### src/rtl/fpu_pkg.sv
// Shared FP32 field layout and default sizing for the FPU issue-queue blocks.
package fpu_pkg;

    // FP32 field positions
    localparam int FP_SIGN_BIT = 31;
    localparam int FP_EXP_MSB  = 30;
    localparam int FP_EXP_LSB  = 23;
    localparam int FP_MAN_MSB  = 22;
    localparam int FP_MAN_LSB  = 0;
    localparam int FP_EXP_W    = FP_EXP_MSB - FP_EXP_LSB + 1;
    localparam int FP_MAN_W    = FP_MAN_MSB - FP_MAN_LSB + 1;
    localparam int FP_EXP_BIAS = 127;

    // Default queue sizing
    localparam int DEFAULT_DEPTH = 4;
    localparam int DEFAULT_TAG_W = 4;

endpackage

### src/rtl/fmul.sv
// Combinational FP32 multiplier: sign XOR, truncated mantissa, zero-exponent
// operands flush the result to zero, exponent underflow gives zero, no rounding
// and no overflow saturation (the biased exponent simply keeps its low 8 bits).
module fmul
    import fpu_pkg::*;
(
    input  logic [31:0] i_a,
    input  logic [31:0] i_b,
    output logic [31:0] o_y
);

    logic                w_sign;
    logic [FP_EXP_W-1:0] w_ea;
    logic [FP_EXP_W-1:0] w_eb;
    logic [FP_MAN_W:0]   w_ma;
    logic [FP_MAN_W:0]   w_mb;
    logic [47:0]         w_prod;
    logic                w_norm;
    logic [FP_MAN_W-1:0] w_man;
    logic [9:0]          w_exp_sum;
    logic                w_zero_in;
    logic                w_underflow;
    logic                w_unused;

    assign w_sign = i_a[FP_SIGN_BIT] ^ i_b[FP_SIGN_BIT];
    assign w_ea   = i_a[FP_EXP_MSB:FP_EXP_LSB];
    assign w_eb   = i_b[FP_EXP_MSB:FP_EXP_LSB];
    assign w_ma   = {1'b1, i_a[FP_MAN_MSB:FP_MAN_LSB]};
    assign w_mb   = {1'b1, i_b[FP_MAN_MSB:FP_MAN_LSB]};

    // 1.x * 1.y lies in [1,4): bit 47 set means the product needs one right shift.
    assign w_prod = w_ma * w_mb;
    assign w_norm = w_prod[47];
    assign w_man  = w_norm ? w_prod[46:24] : w_prod[45:23];

    // 10-bit signed exponent: range is -125..384, so bit 9 is a clean sign bit.
    assign w_exp_sum   = {2'b00, w_ea} + {2'b00, w_eb} + {9'd0, w_norm} - 10'(FP_EXP_BIAS);
    assign w_zero_in   = (w_ea == '0) || (w_eb == '0);
    assign w_underflow = w_exp_sum[9] || (w_exp_sum == 10'd0);

    // Bits below the kept mantissa are discarded by design (truncation).
    assign w_unused = ^w_prod[22:0];

    // Select flushed zero or the assembled product
    always_comb begin
        // NOTE: default first so every path assigns o_y and no latch is inferred.
        o_y = {w_sign, 31'd0};
        if (!w_zero_in && !w_underflow) begin
            o_y = {w_sign, w_exp_sum[FP_EXP_W-1:0], w_man};
        end
    end

endmodule

### src/rtl/fmul_issue_q.sv
// FP32 multiply issue queue: DEPTH-entry operand FIFO feeding one combinational
// fmul, whose result (with the request tag) is captured in a single output
// register with valid/ready handshake. Capacity is DEPTH+1 operations.
module fmul_issue_q
    import fpu_pkg::*;
#(
    parameter int DEPTH = DEFAULT_DEPTH,
    parameter int TAG_W = DEFAULT_TAG_W
) (
    input  logic                     clk,
    input  logic                     rstn,
    input  logic                     in_valid,
    output logic                     in_ready,
    input  logic [31:0]              in_x1,
    input  logic [31:0]              in_x2,
    input  logic [TAG_W-1:0]         in_tag,
    output logic                     out_valid,
    input  logic                     out_ready,
    output logic [31:0]              out_y,
    output logic [TAG_W-1:0]         out_tag,
    output logic [$clog2(DEPTH):0]   count
);

    localparam int PTR_W = $clog2(DEPTH);
    localparam int CNT_W = PTR_W + 1;

    logic [31:0]      r_x1_mem  [DEPTH];
    logic [31:0]      r_x2_mem  [DEPTH];
    logic [TAG_W-1:0] r_tag_mem [DEPTH];
    logic [PTR_W-1:0] r_wr_ptr;
    logic [PTR_W-1:0] r_rd_ptr;
    logic [CNT_W-1:0] r_count;
    logic             r_out_valid;
    logic [31:0]      r_out_y;
    logic [TAG_W-1:0] r_out_tag;

    logic             w_push;
    logic             w_pop;
    logic [31:0]      w_head_y;

    // Ready depends only on occupancy, so a pop never frees a slot for the same edge.
    assign in_ready = (r_count < CNT_W'(DEPTH));
    assign w_push   = in_valid && in_ready;
    assign w_pop    = (r_count != '0) && (!r_out_valid || out_ready);

    fmul u_fmul (
        .i_a (r_x1_mem[r_rd_ptr]),
        .i_b (r_x2_mem[r_rd_ptr]),
        .o_y (w_head_y)
    );

    // Operand storage write on accept
    always_ff @(posedge clk) begin
        // NOTE: storage is not reset; entries are only read when r_count says they are valid.
        if (w_push) begin
            r_x1_mem[r_wr_ptr]  <= in_x1;
            r_x2_mem[r_wr_ptr]  <= in_x2;
            r_tag_mem[r_wr_ptr] <= in_tag;
        end
    end

    // Pointers and occupancy; pointers wrap naturally since DEPTH is a power of two
    always_ff @(posedge clk) begin
        // NOTE: non-blocking assignments so all state updates see pre-edge values.
        if (!rstn) begin
            r_wr_ptr <= '0;
            r_rd_ptr <= '0;
            r_count  <= '0;
        end else begin
            if (w_push) r_wr_ptr <= r_wr_ptr + PTR_W'(1);
            if (w_pop)  r_rd_ptr <= r_rd_ptr + PTR_W'(1);
            case ({w_push, w_pop})
                2'b10:   r_count <= r_count + CNT_W'(1);
                2'b01:   r_count <= r_count - CNT_W'(1);
                default: r_count <= r_count;
            endcase
        end
    end

    // Output register: reload from head on pop, drop valid when drained, else hold
    always_ff @(posedge clk) begin
        if (!rstn) begin
            r_out_valid <= 1'b0;
            r_out_y     <= '0;
            r_out_tag   <= '0;
        end else if (w_pop) begin
            r_out_valid <= 1'b1;
            r_out_y     <= w_head_y;
            r_out_tag   <= r_tag_mem[r_rd_ptr];
        end else if (out_ready) begin
            r_out_valid <= 1'b0;
        end
    end

    assign out_valid = r_out_valid;
    assign out_y     = r_out_y;
    assign out_tag   = r_out_tag;
    assign count     = r_count;

endmodule

### config.mk
export PLATFORM = sky130hd
export DESIGN_NAME = fmul_issue_q
export DESIGN_NICKNAME = d
export VERILOG_FILES = /design/src/rtl/fpu_pkg.sv /design/src/rtl/fmul.sv /design/src/rtl/fmul_issue_q.sv
export SDC_FILE = /design/constraint.sdc
export NUM_CORES = 2
export LEC_CHECK = 0
export ABC_CLOCK_PERIOD_IN_PS = 12100
export CELL_PAD_IN_SITES_DETAIL_PLACEMENT = 0
export CELL_PAD_IN_SITES_GLOBAL_PLACEMENT = 1
export CORE_AREA = 3 3 212 297
export CTS_CLUSTER_DIAMETER = 150
export DETAILED_ROUTE_END_ITERATION = 16
export DIE_AREA = 0 0 215 300
export PLACE_DENSITY = 0.85
export SLEW_MARGIN = 20
export SYNTH_ARGS = -nofsm -noshare
export SYNTH_HDL_FRONTEND = slang
export SYNTH_HIERARCHICAL = 1
export SYNTH_SLANG_ARGS = --single-unit
### constraint.sdc
create_clock -name clk -period 12.1 [get_ports clk]
set_clock_uncertainty 0.05 [all_clocks]
set_input_delay 2.42 -clock clk [delete_from_list [all_inputs] [get_ports clk]]
set_output_delay 2.42 -clock clk [all_outputs]
set_load 0.05 [all_outputs]
; ---- Word-level counts from Yosys, hierarchy flattened
; Memory sizes are Yosys's and may differ from the RTL's. A register that Yosys moved wholly into a read port is not among the register bits.
; Index checks and enable logic that the tools add are counted.
; Widths: inputs -> output; s select.
[totals]
register_bits = 40
input_bits = 72
word_cells = 47
ramBits = 272
memories = 3
[classes]
n_addsub = 7
n_mux = 11
reduce_logical = 16
n_eq_ne = 2
multipliers = 1
bitwise_logic = 1
order_cmp = 1
[memory_table]
columns = name, depth, word_bits, read_ports, rd_ports_with_merged_regs, wr, line
row1 = r_x1_mem, 4, 32, 1, 1, 1, fmul_issue_q.sv:27  ; logic [31:0] r_x1_mem [DEPTH];
row2 = r_x2_mem, 4, 32, 1, 1, 1, fmul_issue_q.sv:28  ; logic [31:0] r_x2_mem [DEPTH];
row3 = r_tag_mem, 4, 4, 1, 1, 1, fmul_issue_q.sv:29  ; logic [TAG_W-1:0] r_tag_mem [DEPTH];
[ops]
columns = cell, count
row1 = $mul 24x24->48, 1
row2 = $mux 31, 1
row3 = $mux 23, 1
row4 = $logic_not 8->1, 2
row5 = $add 10x1->10, 1
row6 = $logic_not 10->1, 1
row7 = $sub 10x7->10 const B, 1
row8 = $add 8x8->9, 1
row9 = $mux 2, 4
row10 = $pmux 3 s2, 1
row11 = $add 2x1->2 const B, 2
row12 = $logic_not 1->1, 4
row13 = $mux 1, 4
row14 = $reduce_bool 2->1, 2
row15 = $add 3x1->3 const B, 1
row16 = $logic_and 1x1->1, 3
row17 = $logic_or 1x1->1, 3
row18 = $lt 3x3->1 const B, 1
row19 = $reduce_bool 3->1, 1
row20 = $sub 3x1->3 const B, 1
row21 = $eq 2x1->1 const B, 1
row22 = $eq 2x2->1 const B, 1
row23 = $xor 1x1->1, 1

; ---- Logic depth before layout (Yosys ltp)
[depth]
ltp_word = 8
depth_mapped = 47
depth_no_buf = 40

; ---- Modules after synthesis
; The synthesis kept the hierarchy.
[modules_own_cells]
columns = mod, area_each_um2, cells_each, instances
row1 = fmul, 19269.7, 2241, 1
row2 = fmul_issue_q, 12019.0, 572, 1

; ---- Worst setup path before layout
; Ideal clock, no wire load.
[synth_path]
path_type = register to register
start = register with a tool-made name
end = register r_out_y[3] (netlist: out_y[3])
stages_incl_launch_ff = 46
path_slack_ns = 1.609
synth_period_minus_slack_ns = 10.491
n_path_buf = 7
t_arrival_ns = 10.298
setup_ns = 0.143
cell_sequence = dfxtp_1 -> buf_4 -> buf_6 -> mux4_2 -> clkbuf_1 -> and2_1 -> fa_1 -> fa_1 -> inv_1 -> fa_1 -> inv_1 -> fa_1 -> inv_1 -> fa_1 -> inv_1 -> fa_1 -> inv_1 -> fa_1 -> (+10 left out) -> buf_6 -> or2_4 -> nand2_1 -> ha_1 -> inv_1 -> fa_1 -> nor2b_1 -> o31a_1 -> o31a_1 -> a21oi_1 -> nand4bb_1 -> o31a_1 -> o221ai_1 -> clkbuf_1 -> buf_2 -> nor2_1 -> nand3_2 -> a21oi_2
[synth_rtl]
columns = item, line
row1 = to (signal assigned), fmul_issue_q.sv:88  ; r_out_y <= w_head_y;
row2 = to (decl), fmul_issue_q.sv:34  ; logic [31:0] r_out_y;

==> impl_results.md <==
- Status: complete, no violations
- RSZ-0062 raised after global routing: no
- Die ar.: between 60000 and 70000 um2
- Layout cells sized above 1: around 8.2%
- Post-synth EDFFs: 272
- Syn Nets: around 3600
- # IOs: approximately 110
- MaxCap Viol Count: 0
- CORE AREA: between 60000 and 70000 um2
- Slowest stage delay, CP: about 0.84 ns
- CTS tree: yes
- H-tree Lvls: 1
- Vias in the first global route: approximately 23000
- CP required: approximately 12 ns
- Multi-input logic area: between 15000 and 20000 um2
- Final setup viols: 0
- First-pass GRT wire length: approximately 130 mm
- # hold bufs at CTS: 0
- Die X: between 200 and 250 um
- Minimum clock period: roughly 11 ns
- Syn Inst Count: between 2000 and 3000
- Detailed-route vias per instance: approximately 5.6
- #FFs+latches synth: between 300 and 400
- Yosys cell types: 74
- DRC Markers: 0
- Syn. warnings: 6
- Clk pin slew, worst setup/hold paths: 0.07 ns
- Delay-heaviest family, CP: adder cells
- Routed via count: approximately 21000
- Initial core utilization: 51.59%
- Highest Clock Rate: between 0.08 and 0.09 GHz
- Seq. cell area: between 9000 and 10000 um2
- Area share of the largest cell type after synthesis: between 30% and 40%
- Largest net degree at the start of global routing: 65
- Cts bufs inserted: 27
- Clk buf depth: 3
- Synth area leader: fa_1
- Synthesized area per cell: 11.12 um2
- Synthesized cell area: 31290 um2
- Die Y: around 300 um
- # port buffers: 112
- Critical Path Slowest Stage Cell: mux4_2
- Worst EP arrival: roughly 12 ns
- Clock tree root driver cell: clkbuf_16
- CP most frequent cell: fa_1
- Num rows: ~110
- First-pass iteration count of the detailed router: 5
- Antenna cells: 0
- Fillers: approximately 5100
- Max-slew violation count: 0
- Clock latency on the worst-skew pair: between 0.5 and 0.6 ns
- Min Hold Slack: 0.4277 ns
- Dominant synthesized flop cell: edfxtp_1
- Routability-driven placement congestion ratio: between 0.9 and 1
- Final hold vios: 0
- Total negative slack: 0 ns
- Antenna viol nets, final: 0
- Initial antenna violation count: 2
- Wire per inst: between 20 and 25 um
- Sequential fraction of the synthesis area: between 20% and 30%
- Async SR Flop Fraction: 0%
- Gr ovfl total: 0
- Max-slew headroom: between 20% and 30%
- CP Max Fanout: 27
- Final wirelength: roughly 80 mm
- Hpwl dp: between 60 and 70 mm
- Post-route cell area: 34000 um2
- Slew @ Worst Pin: around 1.1 ns
- Final nets: about 3600
- Hold Path Class: reg -> reg
- WP buf/inv: 9
- Tcrit/Tclk final: between 90% and 100%
- Critical path class: reg -> reg
- Critical Path Start Type: flop
- Syn-to-layout area delta: 8.678%
- Total track usage: a little over a quarter
- DR iter-0 viols: between 1000 and 1500
- DP Area: between 30000 and 40000 um2
- Endpoint class of the critical path: flop
- Synth area leaders: fa_1 31%, edfxtp_1 26%, ha_1 7.6%
- Num Clock Sinks: ~320
per-layer routing:
metal / track usage [%] / routed length, um
met4: 15.38 / 5677
met5: 0 / 0
met3: 3.467 / 4224
met1: 28.09 / 27820
met2: 48.88 / 44410
worst min-delay path, cell delays in order, from the launching register on:
cell and delay (ns):
dfxtp_1 0.32, nand2_1 0.05, o2bb2ai_1 0.06
cell usage in the layout (no fill, tap or decap), drive strengths merged, types with 9 or more instances in the layout:
cell type	count
clkbuf	36
o21a	10
edfxtp	272
buf	35
nor2	80
nand3	54
mux4	68
a21oi	90
a211oi	13
nand2	332
nand4	9
and2	219
a21o	18
xor2	10
fa	483
nor3	13
dfxtp	46
o21ai	66
clkdlybuf4s50	112
ha	189
xnor2	18
inv	589
per-stage QoR:
stage | setup WS, ns | util (%) | instances
2_1_floorplan | 1.609 | - | 2813
3_3_place_gp | 0.5857 | 54.42 | 3637
3_5_place_dp | 0.5050 | 54.42 | 3637
4_1_cts | 0.4578 | 56.00 | 3687
5_1_grt | 0.1145 | 56.07 | 3690
6_report | 0.7933 | 56.07 | 3690
state kept, by name, indices dropped and copies added (netlist names), 2 cells and up, named ones only:
signal	flops
count	3
r_x1_mem	128
out_tag	4
r_wr_ptr	2
out_y	32
r_rd_ptr	2
r_x2_mem	128
r_tag_mem	16
what timing repair did:
action	CTS	global route
resized for setup	0	2
buffers inserted	0	3
endpoints found under the setup margin	0	25
cells by family (layout without fill, tap and decap cells):
family | after synthesis | in the layout | synth area share (%)
AND/OR/NAND/NOR | 748 | 748 | 12.03
buffers and inverters | 727 | 787 | 9.289
XOR/XNOR | 28 | 28 | 0.7838
AO/OA/AOI/OAI | 244 | 244 | 5.231
multiplexers | 76 | 76 | 5.159
flip-flops | 318 | 318 | 29.05
adder cells (fa/ha/maj) | 672 | 672 | 38.46
worst paths after layout:
path / startpoint / to / slack (ns) / depth (start not counted)
worst min register to register: out_tag[1] / out_tag[1] / 0.43 / 2
worst max-delay path: flop / out_y[9] / 0.79 / 40
worst min-delay path: out_tag[1] / out_tag[1] / 0.43 / 2
worst max register to register: flop / out_y[9] / 0.79 / 40
layout make-up:
type | instances | share of cell area, %
multi-input combinational | 1768 | 56.80
tap | 817 | 3.006
inverter | 590 | 6.524
clock buffer | 36 | 2.234
timing repair buffer | 147 | 4.106
sequential | 318 | 26.75
clock inverter | 14 | 0.5777
cells in the mapped netlist (13+ instances only):
cell type,n
nor2_1,80
ha_1,189
fa_1,483
a21oi_1,60
o21ai_1,30
dfxtp_1,46
edfxtp_1,272
clkbuf_1,99
nand3_2,31
xnor2_1,18
a21oi_2,30
and2_1,219
nand3_1,23
o21ai_0,36
a21o_1,18
mux4_2,68
a211oi_1,13
nand2_1,332
inv_1,587
Power is left out: the tool's default activity adds up to more than one toggle a clock period on the data nets, which glitch-free logic cannot reach.
==> patch: new RTL, same flow settings <==
Change the package constant `DEFAULT_TAG_W` from 4 to 3.
--- a/src/rtl/fpu_pkg.sv
+++ b/src/rtl/fpu_pkg.sv
@@ -15,3 +15,3 @@
     localparam int DEFAULT_DEPTH = 4;
-    localparam int DEFAULT_TAG_W = 4;
+    localparam int DEFAULT_TAG_W = 3;
 
Interface: changed (resized in_tag and out_tag); port bits go from 113 to 111. The function was not compared with the original's and may differ.
==> patch against the unedited design <==
- setup slack better by 0.22 ns
- maximum frequency up 2.0%
- design area down 1.2%
- sequential cell count down 5
- hold slack better by 0.0044 ns
- count of clock-buffer cells in the layout down 9
- area after synthesis down 0.94%
- routed wire length down 2.1%
- via count up 1.1%
- first-iteration DRC count up 7.5%
- critical path type unchanged
- largest cell class unchanged
- highest routed layer unchanged
Power is not shown: default switching activity piles up to over one toggle a cycle in this logic, so the estimate is an artifact.
==> patch: results (changes against the unedited design) <==
antenna_found_initial: 1  # -1
synth-seq-area-share_pct: 28.9  # -0.18 points
max_stage_delay_ns: 1.10  # +0.26 ns
wl_met1_um: 27700  # -0.42%
yosys-top-cells-area: "fa_1 31%, edfxtp_1 26%, ha_1 7.6%"
synth.avg_cell_area_um2: 11.0  # -1.2%
synth.distinct_cells: 77  # +4.1%
postPlaceCellArea_mm2: 0.0328  # -0.76%
first_pass_iters: 6  # +1
yosysTopAreaCellShare_pct: 31.2  # +0.29 points
dp_hpwl_um: 60600  # about the same
pre_cts_slack_ns: 0.838  # +0.333 ns
routabilityCongestion: 0.935  # +0.28%
critPathMaxFanout: 24  # -11%
grt_use_total_pct: 25.6  # -0.55 points
fin_nets: 3600  # +0.11%
drt_iter0_markers: 1290  # +7.5%
grt_max_degree: 62  # -4.6%
cp_slowest_cell: "mux4_1"
wl_met3_um: 3470  # -18%
slew-limit-headroom_pct: 21.8  # -5.4 points
cts_inserted_buffers: 25  # -7.4%
cp_top_family: "adder cells"
crit_arrival_ns: 11.52  # -0.15 ns
grt_pass1_vias: 23400  # -0.15%
drive_gt1_share_pct: 5.32  # -2.9 points
final_cells: 3693  # +0.081%
root_buffer: "clkbuf_16"
wl_met2_um: 43400  # -2.3%
fillCellCount: 5118  # +0.098%
seq_area_mm2: 0.00895  # -1.6%
synth_edf_count: 268  # -1.5%
synth_commonest_cells: "587 x inv_1, 483 x fa_1, 332 x nand2_1, 268 x edfxtp_1, 227 x and2_1"
async_reset_ff_share_pct: 0  # unchanged
status: "completed"
grt_first_pass_wirelength_um: 127000  # -1.7%
dr_total_vias: 20700  # +1.1%
totalWireLength_um: 80400  # -2.1%
slew_violations: 0  # unchanged
port_buffers: 110  # -1.8%
patch: changes by cell type in the layout (fill, tap and decap cells not counted), moves of 10 or more:
cell | before | now
a21oi_1 | 59 | 101
o21ai_0 | 36 | 73
a21oi_2 | 31 | 0
nand3_2 | 31 | 3
mux4_2 | 68 | 42
o21ai_1 | 30 | 4
mux4_1 | 0 | 25
nand3_1 | 23 | 45
nor2_1 | 80 | 70
patch: area by class of cell:
class                   instances  share of cell area [%]
repair buffers                147                    4.10
clock buffers                  27                    1.98
inverters                     590                    6.59
multi-input cells            1780                    57.1
flip-flops and latches        313                    26.7
clock inverters                19                   0.540
well taps                     817                    3.04
patch: worst reg2reg max path, delay by kind of cell (launching register included):
kind,cells,cell delay (ns)
buf+inv,7,0.81
flops,1,0.62
compound gates,12,2.48
simple gates,9,1.39
mux,1,1.10
fa+ha+maj,10,4.52
patch: final timing paths:
check / start / to / slack [ns] / cells past startpoint
min reg2reg: out_y[17] / out_y[17] / 0.43 / 2
max reg2reg: register / out_y[19] / 1.01 / 39
min: out_y[17] / out_y[17] / 0.43 / 2
max: register / out_y[19] / 1.01 / 39
patch: per-layer routing:
layer  vias up  track usage [%]
met4         0             15.4
met1     10700             27.9
met5         -                0
met3       268             2.23
li1       9001                -
met2       758             48.2
patch: cells by family after synthesis:
kind of cell / count (synthesis) / share of synthesized area [%]
buffers and inverters: 727 / 9.24
AOI/OAI and AO/OA: 258 / 4.94
xor gates and xnor gates: 31 / 0.876
muxes: 74 / 5.48
adders and majority gates: 672 / 38.8
and+or+nand+nor: 745 / 11.8
DFF: 313 / 28.9
